===== src/rtl/header_server_pkg.sv =====
// Shared constants and helpers for the block-header responder.
// The same values are used by sha256d_wrapper for its {block2, addr[3:0]}
// address mapping, so they live in one package.
package header_server_pkg;

  localparam logic [6:0] HDR_BYTES  = 7'd80;  // header length; load pointer saturates here
  localparam logic [4:0] HDR_WORDS  = 5'd20;  // words served; addr >= HDR_WORDS is out of range
  localparam logic [4:0] NONCE_WORD = 5'd19;  // word replaced by the byte-swapped nonce counter
  localparam logic [4:0] BLK2_BASE  = 5'd16;  // first word of the second SHA-256 block

  // The nonce is kept numerically; the header stores it little-endian, so the
  // served word is its byte reversal.
  function automatic logic [31:0] bswap32(input logic [31:0] w);
    return {w[7:0], w[15:8], w[23:16], w[31:24]};
  endfunction

endpackage


===== src/rtl/header_server_loader.sv =====
// Byte-serial header loader: owns the load pointer and hdr_valid, and decodes
// each accepted byte into a word index and a byte position within that word.
// Ports:
//   clk, rst_n       clock, asynchronous active-low reset
//   load_clr_i       pointer := 0 (wins over load_we_i)
//   load_we_i        write request for the byte at the pointer
//   rq_i             a read is in progress; a write now collides
//   wr_en_o          byte accepted this cycle
//   wr_word_o        target word (pointer / 4)
//   wr_pos_o         byte position in header order (pointer % 4)
//   collide_o        write dropped because a read was in progress
//   hdr_valid_o      all HDR_BYTES loaded since the last clear/reset
module header_server_loader
  import header_server_pkg::*;
(
  input  logic       clk,
  input  logic       rst_n,
  input  logic       load_clr_i,
  input  logic       load_we_i,
  input  logic       rq_i,
  output logic       wr_en_o,
  output logic [4:0] wr_word_o,
  output logic [1:0] wr_pos_o,
  output logic       collide_o,
  output logic       hdr_valid_o
);

  logic [6:0] ptr_q, ptr_d;

  // A full header leaves the pointer parked at HDR_BYTES, so "pointer full"
  // doubles as hdr_valid and rises the cycle after byte 79 is written.
  assign hdr_valid_o = (ptr_q == HDR_BYTES);
  assign wr_word_o   = ptr_q[6:2];
  assign wr_pos_o    = ptr_q[1:0];
  assign collide_o   = load_we_i && !load_clr_i && rq_i;
  assign wr_en_o     = load_we_i && !load_clr_i && !rq_i && (ptr_q < HDR_BYTES);

  always_comb begin
    // NOTE: every always_comb output gets a default first so no path can infer a latch.
    ptr_d = ptr_q;
    if (load_clr_i)   ptr_d = '0;
    else if (wr_en_o) ptr_d = ptr_q + 7'd1;
  end

  always_ff @(posedge clk or negedge rst_n) begin
    // NOTE: sequential state uses non-blocking assignments only, so every
    // flop samples pre-edge values regardless of block ordering.
    if (!rst_n) ptr_q <= '0;
    else        ptr_q <= ptr_d;
  end

endmodule


===== src/rtl/header_server.sv =====
// Bus responder serving the 80-byte Bitcoin block header as 20 32-bit words
// (0..15 block 1, 16..19 block 2) over a rq/rdy read bus with 1-cycle latency.
// Word 19 is the byte-swapped nonce counter, stepped by nonce_inc.
// Ports:
//   clk, rst_n             clock, asynchronous active-low reset
//   load_clr               pointer := 0, hdr_valid := 0, err := 0
//   load_we, load_byte     write one header byte at the load pointer
//   nonce_inc              nonce := nonce + 1 (wrapping)
//   rq, addr               read request and word address
//   data, rdy              read word and its valid flag
//   hdr_valid              full header loaded
//   nonce                  current nonce, numeric value
//   err                    sticky out-of-range read / write collision
module header_server
  import header_server_pkg::*;
(
  input  logic        clk,
  input  logic        rst_n,
  input  logic        load_clr,
  input  logic        load_we,
  input  logic [7:0]  load_byte,
  input  logic        nonce_inc,
  input  logic        rq,
  input  logic [4:0]  addr,
  output logic [31:0] data,
  output logic        rdy,
  output logic        hdr_valid,
  output logic [31:0] nonce,
  output logic        err
);

  logic        wr_en, collide;
  logic [4:0]  wr_word;
  logic [1:0]  wr_pos;

  header_server_loader u_loader (
    .clk         (clk),
    .rst_n       (rst_n),
    .load_clr_i  (load_clr),
    .load_we_i   (load_we),
    .rq_i        (rq),
    .wr_en_o     (wr_en),
    .wr_word_o   (wr_word),
    .wr_pos_o    (wr_pos),
    .collide_o   (collide),
    .hdr_valid_o (hdr_valid)
  );

  // Header words 0..18; word 19 comes from the nonce counter.
  logic [31:0] hdr_q [NONCE_WORD];

  // NOTE: the header array has no reset; its contents are undefined until
  // loaded, and leaving it out of reset keeps it a plain register file.
  always_ff @(posedge clk) begin
    if (wr_en && (wr_word < NONCE_WORD))
      hdr_q[wr_word][(3 - wr_pos)*8 +: 8] <= load_byte;  // byte 0 -> bits 31:24
  end

  logic [31:0] nonce_q, nonce_d;
  logic [31:0] data_q, data_d;
  logic [4:0]  addr_q, addr_d;
  logic        rdy_q, rdy_d;
  logic        err_q, err_d;
  logic [31:0] rd_word;
  logic        rd_oor;

  assign rd_oor = (addr >= HDR_WORDS);

  always_comb begin
    rd_word = '0;
    if (addr == NONCE_WORD)     rd_word = bswap32(nonce_q);
    else if (addr < NONCE_WORD) rd_word = hdr_q[addr];
  end

  always_comb begin
    // Nonce bytes are stored little-endian; a load of them beats an increment.
    nonce_d = nonce_q;
    if (wr_en && (wr_word == NONCE_WORD)) nonce_d[wr_pos*8 +: 8] = load_byte;
    else if (nonce_inc)                   nonce_d = nonce_q + 32'd1;

    // Read handshake: fetch when rdy is low, hold while the address is
    // unchanged, drop rdy for one cycle on an address change to refetch.
    data_d = data_q;
    addr_d = addr_q;
    rdy_d  = 1'b0;
    err_d  = err_q;
    if (rq) begin
      if (rdy_q) begin
        rdy_d = (addr == addr_q);
      end else begin
        data_d = rd_word;
        addr_d = addr;
        rdy_d  = 1'b1;
        if (rd_oor) err_d = 1'b1;
      end
    end
    if (collide)  err_d = 1'b1;
    if (load_clr) err_d = 1'b0;
  end

  always_ff @(posedge clk or negedge rst_n) begin
    if (!rst_n) begin
      nonce_q <= '0;
      data_q  <= '0;
      addr_q  <= '0;
      rdy_q   <= 1'b0;
      err_q   <= 1'b0;
    end else begin
      nonce_q <= nonce_d;
      data_q  <= data_d;
      addr_q  <= addr_d;
      rdy_q   <= rdy_d;
      err_q   <= err_d;
    end
  end

  assign data  = data_q;
  assign rdy   = rdy_q;
  assign nonce = nonce_q;
  assign err   = err_q;

endmodule

===== config.mk =====
export PLATFORM = sky130hd
export DESIGN_NAME = header_server
export DESIGN_NICKNAME = d
export VERILOG_FILES = /design/src/rtl/header_server_pkg.sv /design/src/rtl/header_server_loader.sv /design/src/rtl/header_server.sv
export SDC_FILE = /design/constraint.sdc
export NUM_CORES = 1
export LEC_CHECK = 0
export CORE_MARGIN = 2
export CORE_UTILIZATION = 45
export DETAILED_ROUTE_END_ITERATION = 10
export GPL_TIMING_DRIVEN = 0
export PLACE_DENSITY = 0.63
export SLEW_MARGIN = 20
export SYNTH_ARGS = -nofsm -noshare
export SYNTH_HDL_FRONTEND = slang
export SYNTH_SLANG_ARGS = --single-unit

===== constraint.sdc =====
create_clock -name clk -period 3 [get_ports clk]
set_clock_uncertainty 0.15 [all_clocks]
set_input_delay 0.45 -clock clk [delete_from_list [all_inputs] [get_ports clk]]
set_output_delay 0.45 -clock clk [all_outputs]
set_load 0.03 [all_outputs]

==> impl_metrics.ini <==
[floorplanning]
die-height_um = 254
initial_core_util_pct = 45.5
num_io_pins = 86
num_rows = 91
fp.coreArea_um2 = 61800
fp.dieW_um = 254
dieArea_um2 = 64600

[setup_path]
critPathSlowestCell = clkdlybuf4s50_1
cp.required_ns = 3.37
critPathKind = in -> reg
start_kind = input port
critPathBufInv = 2
crit_chain = clkdlybuf4s50_1 > nor2_1 > nand2_1 > a21oi_1 > clkbuf_1 > a221oi_1 > o21ai_0
cp_slowest_stage_delay_ns = 0.66
worstPathArrival_ns = 3.34
end_kind = flip-flop
crit_family = buffers and inverters
crit_fanout = 10

[logic_synthesis]
async_flop_share_pct = 11.4
synth_cell_type_count = 61
ys.flop_type = edfxtp_1
syn_nets = 1683
seq_area_frac_synth_pct = 71.8
synth-edff-count = 608
netlist_area_um2 = 28100
yosysWarnings = 0
syn_inst = 1656
synth-seq-cells = 686
avgSynthCellArea_um2 = 17.0

[placement]
portBuffers = 81
place_inst = 2575
dp_hpwl_um = 53200
routabilityCongestion = 0.929

[finish]
mostFrequentLayoutCells = 608 x edfxtp_1, 125 x mux4_2, 101 x nor2_1, 96 x mux2i_1, 95 x nand2_1
antenna_cells = 0
layout_commonest_cell = edfxtp_1
stdcell_count = 2731
post-route-util_pct = 54.0
area_delta_synth_final_pct = 18.5
fin_nets = 1864
drive_gt1_share_pct = 21.9

[pwr]
peakVddDrop_mv = 0.401
total_power_mw = 21.3
p_clk_share_pct = 42.1
cellPowerDensity_nw_per_um2 = 639
power_switching_mw = 4.91
seq_power_share_pct = 50.1
leakagePower_nw = 11.3
pwr-share-comb_pct = 7.8
swShare_pct = 23.1
internal_power_mw = 16.4

[drt]
totalWireLength_um = 79300
drcViolationCount = 0
via_count = 16500
post_drt_wl_per_cell_um = 29.0
dr.pass1.iters = 6
vias_per_cell = 6.03
drtAntennaViolNets = 0
drtIter0Drc = 2056

[grt]
grt_pass1_vias = 16300
grt_overflow = 0
grt_pass1_wl_um = 113000
antenna_found_initial = 0
grt_usage_pct = 24.8
grt_max_degree = 67

[clock_network]
cts-root-buf = clkbuf_16
h-tree-depth = 3
numCtsBuffers = 71
cts.sinks = 686
cts_tree = yes
clk_latency_ns = 0.62
cts_buffer_depth = 3
clk_pin_slew_ns = 0.07

[timing]
fin_crit_ns = 2.97
tns_ns = 0
fin_crit_sh_pct = 99.1
whs_ns = 0.0447
hold_viol = 0
slew_headroom_pct = 18.5
finalMaxSlewViolations = 0
setup_viol = 0
tightest_slew_ns = 1.22
fmax_mhz = 336

[run]
cap_violations = 0

[run_status]
status = completed

[min_path]
min_path_type = in -> reg
-- registers in the layout, indices dropped and copies added (netlist names) --
register        count
rdy                 1
hdr_q             608
data               32
addr_q              5
nonce              32
err                 1
u_loader.ptr_q      7
-- Yosys cell counts (3+ instances only) --
library cell | number | area share, %
nor3_1 | 6 | 0.11
edfxtp_1 | 608 | 65
buf_4 | 9 | 0.24
a2bb2oi_1 | 3 | 0.093
and4_1 | 3 | 0.093
inv_1 | 14 | 0.19
and2_1 | 12 | 0.27
nor2b_1 | 10 | 0.22
and3_1 | 6 | 0.13
buf_2 | 33 | 0.59
nor2_1 | 166 | 2.2
o32a_1 | 9 | 0.32
mux2_2 | 9 | 0.36
mux2i_1 | 96 | 3.4
a31oi_1 | 8 | 0.18
a211oi_1 | 3 | 0.080
nor3b_1 | 6 | 0.16
o2111ai_1 | 3 | 0.093
o22ai_1 | 4 | 0.089
a221oi_1 | 32 | 1.0
mux4_2 | 125 | 10
or3_1 | 3 | 0.067
o22a_1 | 32 | 1.0
ha_1 | 8 | 0.36
o21ai_1 | 9 | 0.16
a21oi_1 | 19 | 0.34
nand4_1 | 11 | 0.24
nand2_2 | 4 | 0.089
a22oi_1 | 5 | 0.13
nand2b_1 | 15 | 0.33
a21oi_2 | 4 | 0.12
nand3_1 | 20 | 0.36
nand3_2 | 3 | 0.11
xor2_1 | 5 | 0.16
xnor2_1 | 4 | 0.12
o21ai_0 | 88 | 1.6
buf_1 | 7 | 0.093
buf_6 | 3 | 0.12
dfrtp_1 | 78 | 6.9
clkbuf_1 | 51 | 0.68
nand2_1 | 97 | 1.3
-- cell families (layout without fill, tap and decap cells) --
kind of cell	count (synthesis)	in the layout	share of synthesized area (%)
buffers and inverters	117	355	1.91
multiplexers	230	230	13.8
AND/OR/NAND/NOR	373	373	6.27
flip-flops	686	686	71.8
AO/OA/AOI/OAI	233	233	5.62
adder cells (fa/ha/maj)	8	8	0.356
XOR/XNOR	9	9	0.280
-- final timing paths --
path,cells past startpoint,from,slack [ns],endpoint
worst max-delay path,7,addr[3],0.03,data[20]
worst min-delay path,2,load_clr,0.04,u_loader.ptr_q[4]
worst max register to register,6,u_loader.ptr_q[0],0.05,hdr_q[14][11]
worst min register to register,2,addr_q[3],0.35,addr_q[3]
max in group asynchronous,3,rst_n,1.96,data[9]
min in group asynchronous,2,rst_n,0.10,addr_q[4]
-- stage by stage --
step | area (um^2) | setup WS [ns]
after floorplan | 28100 | 0.410
after global placement | 30000 | -2.12
after detailed placement | 30100 | -0.983
after CTS | 32800 | -0.157
after global routing | 33400 | -0.0223
final | 33400 | 0.0274
-- what timing repair did --
action	in CTS	in global routing
setup endpoints to repair	876	746
buffers inserted	5	22
pin swaps	4	19
gates cloned	0	0
gates resized for setup	83	66
endpoints found under the hold margin	78	0
hold buffers	1	0
-- routing by layer --
layer  routed length (um)  vias up  GRT usage [%]
met3                 6950      164           4.07
li1                     -     6913              -
met5                    0        -              0
met4                 2870        0           9.66
met2                37700      860           38.9
met1                31800     8528           35.0
-- area by class of cell --
class                      instances  area, um^2
fill                            4840       28500
sequential                       686       20200
multi-input combinational        853        7930
clock buffer                      93        1950
timing repair buffer             110        1300
tap                              837        1050
buffer                           101         485
clock inverter                    37         395
inverter                          14        52.6
-- power by group through the flow --
stage	Sequential [mW]	Combinational, mW	Clock [mW]
floorplan	11.0	0.696	0
global route	10.7	1.76	9.38
global placement	10.9	1.55	0
finish	10.7	1.66	8.97
CTS	10.7	1.63	9.04
detailed placement	10.9	1.59	0
Power figures use the tool's default switching activity.
